File: config.mk
export PLATFORM = sky130hd
export DESIGN_NAME = coin_payout_dispenser
export DESIGN_NICKNAME = d
export VERILOG_FILES = /design/src/rtl/vending_pkg.sv /design/src/rtl/payout_ack_timer.sv /design/src/rtl/coin_payout_dispenser.sv
export SDC_FILE = /design/constraint.sdc
export NUM_CORES = 1
export LEC_CHECK = 0
export BUFFER_PORTS_ARGS = -buffer_cell sky130_fd_sc_hd__buf_4
export CAP_MARGIN = 20
export CORE_MARGIN = 2
export CORE_UTILIZATION = 59
export CTS_CLUSTER_DIAMETER = 80
export DETAILED_ROUTE_END_ITERATION = 10
export PLACE_DENSITY_LB_ADDON = 0.3
export SYNTH_ARGS = -nofsm -noshare
export SYNTH_HDL_FRONTEND = slang
export SYNTH_SLANG_ARGS = --single-unit
File: constraint.sdc
create_clock -name clock -period 6.33 [get_ports clock]
set_clock_uncertainty 0.2 [all_clocks]
set_input_delay 0.633 -clock clock [delete_from_list [all_inputs] [get_ports clock]]
set_output_delay 0.633 -clock clock [all_outputs]
set_load 0.05 [all_outputs]
File: src/rtl/vending_pkg.sv
// Shared types and coin-unit constants for the vending output path.
// Owed change is counted in nickel units (5 cents).
package vending_pkg;

    localparam logic [2:0] NICKEL_UNITS     = 3'd1;
    localparam logic [2:0] DIME_UNITS       = 3'd2;
    localparam logic [2:0] DOUBLEDIME_UNITS = 3'd4;

    typedef enum logic [2:0] {
        StIdle,
        StEjectD,
        StWaitD,
        StEjectN,
        StWaitN,
        StFault
    } payout_state_t;

    // Sum of simultaneous change strobes, in nickel units.
    function automatic logic [2:0] strobe_units(input logic n, input logic d, input logic dd);
        return (n ? NICKEL_UNITS : 3'd0) + (d ? DIME_UNITS : 3'd0)
             + (dd ? DOUBLEDIME_UNITS : 3'd0);
    endfunction

endpackage

File: src/rtl/payout_ack_timer.sv
// Hopper acknowledge watchdog: loaded on entry to a wait state, counts down
// while waiting and flags expiry once it has reached zero.
module payout_ack_timer #(
    parameter int unsigned TIMEOUT = 15
) (
    input  logic clock,
    input  logic reset,
    input  logic load,
    input  logic tick,
    input  logic clear,
    output logic expired
);

    localparam int unsigned TW = (TIMEOUT > 0) ? $clog2(TIMEOUT + 1) : 1;

    logic [TW-1:0] count_q;
    logic          active_q;

    always_ff @(posedge clock or negedge reset) begin
        if (!reset) begin
            count_q  <= '0;
            active_q <= 1'b0;
        end else if (clear) begin
            active_q <= 1'b0;
        end else if (load) begin
            count_q  <= TW'(TIMEOUT);
            active_q <= 1'b1;
        end else if (tick && active_q && (count_q != '0)) begin
            count_q <= count_q - 1'b1;
        end
    end

    assign expired = active_q && (count_q == '0);

endmodule

File: src/rtl/coin_payout_dispenser.sv
// Consumer of the vending_machine output strobes: pulses the vend motor and
// pays owed change one coin at a time through a handshaked hopper.
module coin_payout_dispenser
    import vending_pkg::*;
#(
    parameter int unsigned NICKEL_STOCK_INIT = 20,
    parameter int unsigned DIME_STOCK_INIT   = 20,
    parameter int unsigned CNT_W             = 6,
    parameter int unsigned PEND_W            = 8,
    parameter int unsigned ACK_TIMEOUT       = 15
) (
    input  logic              clock,
    input  logic              reset,
    input  logic              deliver,
    input  logic              give_nickel,
    input  logic              give_dime,
    input  logic              give_doubledime,
    input  logic              hopper_ack,
    input  logic              refill_nickel,
    input  logic              refill_dime,
    output logic              vend_motor,
    output logic              eject_nickel,
    output logic              eject_dime,
    output logic              busy,
    output logic [PEND_W-1:0] pending,
    output logic [CNT_W-1:0]  nickel_stock,
    output logic [CNT_W-1:0]  dime_stock,
    output logic              fault
);

    // Three spare bits cover the largest strobe sum without wrapping.
    localparam int unsigned AccW = PEND_W + 3;

    payout_state_t     state_q, state_d;
    logic [PEND_W-1:0] pending_d;
    logic [CNT_W-1:0]  nickel_d, dime_d;
    logic              in_wait, ack_dime, ack_nickel, timer_expired;
    logic [2:0]        add_units, sub_units;
    logic [AccW-1:0]   acc;

    assign in_wait    = (state_q == StWaitD) || (state_q == StWaitN);
    assign ack_dime   = hopper_ack && (state_q == StWaitD);
    assign ack_nickel = hopper_ack && (state_q == StWaitN);
    assign add_units  = strobe_units(give_nickel, give_dime, give_doubledime);
    assign sub_units  = ack_dime ? DIME_UNITS : (ack_nickel ? NICKEL_UNITS : 3'd0);
    assign acc        = AccW'(pending) + AccW'(add_units) - AccW'(sub_units);

    payout_ack_timer #(
        .TIMEOUT(ACK_TIMEOUT)
    ) u_ack_timer (
        .clock  (clock),
        .reset  (reset),
        .load   ((state_q == StEjectD) || (state_q == StEjectN)),
        .tick   (in_wait),
        .clear  (ack_dime || ack_nickel || (state_q == StFault)),
        .expired(timer_expired)
    );

    always_comb begin
        state_d   = state_q;
        pending_d = pending;
        nickel_d  = nickel_stock;
        dime_d    = dime_stock;

        unique case (state_q)
            StIdle: begin
                if ((pending >= PEND_W'(DIME_UNITS)) && (dime_stock != '0)) begin
                    state_d = StEjectD;
                end else if ((pending >= PEND_W'(NICKEL_UNITS)) && (nickel_stock != '0)) begin
                    state_d = StEjectN;
                end else if (pending != '0) begin
                    state_d = StFault;
                end
            end
            StEjectD: state_d = StWaitD;
            StEjectN: state_d = StWaitN;
            StWaitD, StWaitN: begin
                if (ack_dime || ack_nickel) begin
                    state_d = StIdle;
                end else if (timer_expired) begin
                    state_d = StFault;
                end
            end
            StFault: state_d = StFault;
            default: state_d = StFault;
        endcase

        // Accumulation is frozen in FAULT; overflow saturates and faults.
        if (state_q != StFault) begin
            if (acc[AccW-1:PEND_W] != '0) begin
                pending_d = '1;
                state_d   = StFault;
            end else begin
                pending_d = acc[PEND_W-1:0];
            end
        end

        if (ack_dime)   dime_d   = dime_stock - 1'b1;
        if (ack_nickel) nickel_d = nickel_stock - 1'b1;
        if (refill_nickel) nickel_d = CNT_W'(NICKEL_STOCK_INIT);
        if (refill_dime)   dime_d   = CNT_W'(DIME_STOCK_INIT);
    end

    always_ff @(posedge clock or negedge reset) begin
        if (!reset) begin
            state_q      <= StIdle;
            pending      <= '0;
            nickel_stock <= CNT_W'(NICKEL_STOCK_INIT);
            dime_stock   <= CNT_W'(DIME_STOCK_INIT);
            vend_motor   <= 1'b0;
            eject_nickel <= 1'b0;
            eject_dime   <= 1'b0;
            busy         <= 1'b0;
            fault        <= 1'b0;
        end else begin
            state_q      <= state_d;
            pending      <= pending_d;
            nickel_stock <= nickel_d;
            dime_stock   <= dime_d;
            vend_motor   <= deliver;
            eject_nickel <= (state_d == StEjectN);
            eject_dime   <= (state_d == StEjectD);
            busy         <= (state_d != StIdle) || (pending_d != '0);
            fault        <= (state_d == StFault);
        end
    end

endmodule

==> metrics.cfg <==
[outcome]
outcome = finished, final reports clean

[detailed_routing]
drt-initial-drc-count = 195
post_drt_wl_per_cell_um = 14.5
drt-pass1-iter-count = 4
dr_total_vias = 1804
ant_nets = 0
wl_um = 4650
drc_errors = 0
vias_per_cell = 5.62

[sta]
timing.fmax_ghz = 0.214
final_max_slew_viol_count = 0
fin_crit_sh = 0.738
period_minus_slack_ps = 4670
finalHoldViolations = 0
timing.setup.tns_ps = 0
max_slew.worst_pin.slew_ps = 655
rsz0062_at_grt = false
slew_headroom = 0.563
setup_viol_count_final = 0

[finish]
nets = 302
design_area_sq_um = 2620
num_antenna_cells = 0
utilization = 0.722
syn2layout_area_growth_pct = 18.1
layout_commonest_cell = buf_4
stdcell_count = 321
final_cell_mix = 33 x buf_4, 29 x dfrtp_1, 28 x inv_1, 19 x nor2_1, 19 x ha_1
drive_gt1_frac = 0.201

[grt]
antenna_found_initial = 0
grt_pass1_wl_um = 8160
grt_pass1_vias = 1753
grt_usage = 0.246
grt_max_degree = 34
gr-total-overflow = 0

[place]
dp.cells = 312
dpl_cell_area_sq_um = 2500
port_buffers = 33
gp_congestion = 0.910
post-dp-hpwl_um = 3490

[logic_synthesis]
synth_edf_count = 0
syn_avg_cell_area_sq_um = 9.37
async_flop_share = 1.00
synth_cell_types = 48
synth_seq_cells = 33
synth-main-ff-cell = dfrtp_1
synth_area_sq_um = 2220
synth_top_area_share = 0.327
synth_nets = 267
yosysTopAreaCell = dfrtp_1
yosysSeqAreaShare = 0.374
postSynthCellCount = 237
synth_area_leaders = dfrtp_1 33%, ha_1 11%, dfstp_2 4.7%, inv_1 4.7%, nor2_1 3.2%
synth_warnings = 0

[worst_hold_path]
hold_class = input port to async pin

[pwr]
power_density_nw_per_um2 = 165
peakVddDrop_v = 0.000122
comb_power_share = 0.042
leakage_uw = 0.00113
p_sw_uw = 87.0
power.total_uw = 434
p_seq_frac = 0.488
p_int_uw = 347
swShare = 0.201
power.clock.fraction = 0.471

[clock_tree]
cts.htree.levels = 2
cts_tree = done
postCtsHoldBufs = 0
cts.sinks = 33
clk_latency_ps = 280
cts-buffers-inserted = 5
cts_resized = 0
clockBufferDepth = 2
cts_root_buf = clkbuf_8
post_cts_buffers = 0
path_clk_slew_ps = 70

[die]
initial_core_util = 0.611
die_area_sq_um = 4270
die_y_um = 65.4
io_pins = 34
core_area_sq_um = 3630
die_x_um = 65.4
rows = 22

[critical_path]
cp_max_fo = 14
critPathRequiredTime_ps = 6290
critPathSlowestCell = nor3b_1
crit_type = flop to flop
cp_data_arrival_time_ps = 4630
max_stage_delay_ps = 580
startpoint_type = flop
crit_chain = nand2b_1 > nor3b_1 > inv_1 > fa_1 > inv_1 > fa_1 > nor2b_1 > o211a_1 > or4_1 > nand4_4 > o22a_1 > or4_1 > or3_1
end_kind = flop

[flow_run]
maxCapViolCount = 0

cell type report:
type                       count  area, sq um
tap                           48         60.1
clock inverter                 1         30.0
timing repair buffer          34          253
sequential                    33          831
fill                         290         1010
clock buffer                   7         86.3
inverter                      28          105
multi-input combinational    170         1260
routing by layer:
metal / wire, um / part of all wire / GRT usage
met1: 2080 / 0.45 / 0.338
met3: 244 / 0.053 / 0.0462
met2: 2280 / 0.49 / 0.406
met4: 46 / 0.0099 / 0.0547
met5: 0 / 0 / 0
final timing paths:
check	slack, ps	depth (start not counted)	start	endpoint
worst max-delay path	1660	13	state_q[2]	busy
worst min-delay path	80	1	reset	dime_stock[0]
worst max register to register	1660	13	state_q[2]	busy
worst min register to register	350	1	u_ack_timer.count_q[0]	u_ack_timer.count_q[0]
max in group asynchronous	5510	1	reset	nickel_stock[4]
min in group clock	260	1	deliver	vend_motor
through the flow:
stage               setup WS (ps)  hold slack, ps
finish                       1660            78.8
global placement             1800             323
floorplan                    2140             137
global route                 1280             108
detailed placement           1740             333
CTS                          1670            92.4
sequential cells by signal (all words and copies together) (netlist names):
register	flops
u_ack_timer.count_q	4
busy	1
eject_nickel	1
dime_stock	6
pending	8
nickel_stock	6
vend_motor	1
eject_dime	1
u_ack_timer.active_q	1
state_q	3
fault	1
power by group through the flow:
stage                     Combinational [uW]  Clock, uW  Sequential (uW)
after floorplan                         6.01          0              216
after global placement                  18.0          0              215
after detailed placement                18.4          0              215
after CTS                               18.5        206              211
after global routing                    20.8        217              211
final                                   18.2        204              211
cells by family (layout without fill, tap and decap cells):
kind of cell	count (synthesis)	after routing	share of synthesized area
simple gates	76	76	0.187
compound gates	57	57	0.190
buf+inv	34	70	0.0592
flops	33	33	0.374
fa+ha+maj	22	22	0.130
xor+xnor	14	14	0.0552
mux	1	1	0.00451
Yosys cell counts (2+ instances only):
cell type and n:
and3_1 5, ha_1 19, nor3_1 11, fa_1 2, nor2b_1 4, nor4_1 2, a211oi_1 6, a31oi_1 4
o21ai_0 6, nor2_1 19, o22a_1 2, nor3b_1 3, nand3_1 5, o211ai_1 3, o21bai_1 3, o2111ai_1 2
o21a_1 2, inv_1 28, xnor2_1 8, dfrtp_1 29, nand2_1 10, buf_2 3, dfstp_2 4, a21oi_1 13
clkbuf_1 3, o22a_2 5, or4_1 3, a21o_1 2, or3_1 2, nand2b_1 6, xor2_1 6
critical path, delay by kind of cell, from the launching register on:
| kind | cells | cell delay (ps) |
|---|---|---|
| simple gates | 7 | 2180 |
| flops | 1 | 510 |
| compound gates | 2 | 470 |
| fa+ha+maj | 2 | 990 |
| buf+inv | 2 | 210 |
Note: power is estimated with default switching activity, not from simulation.
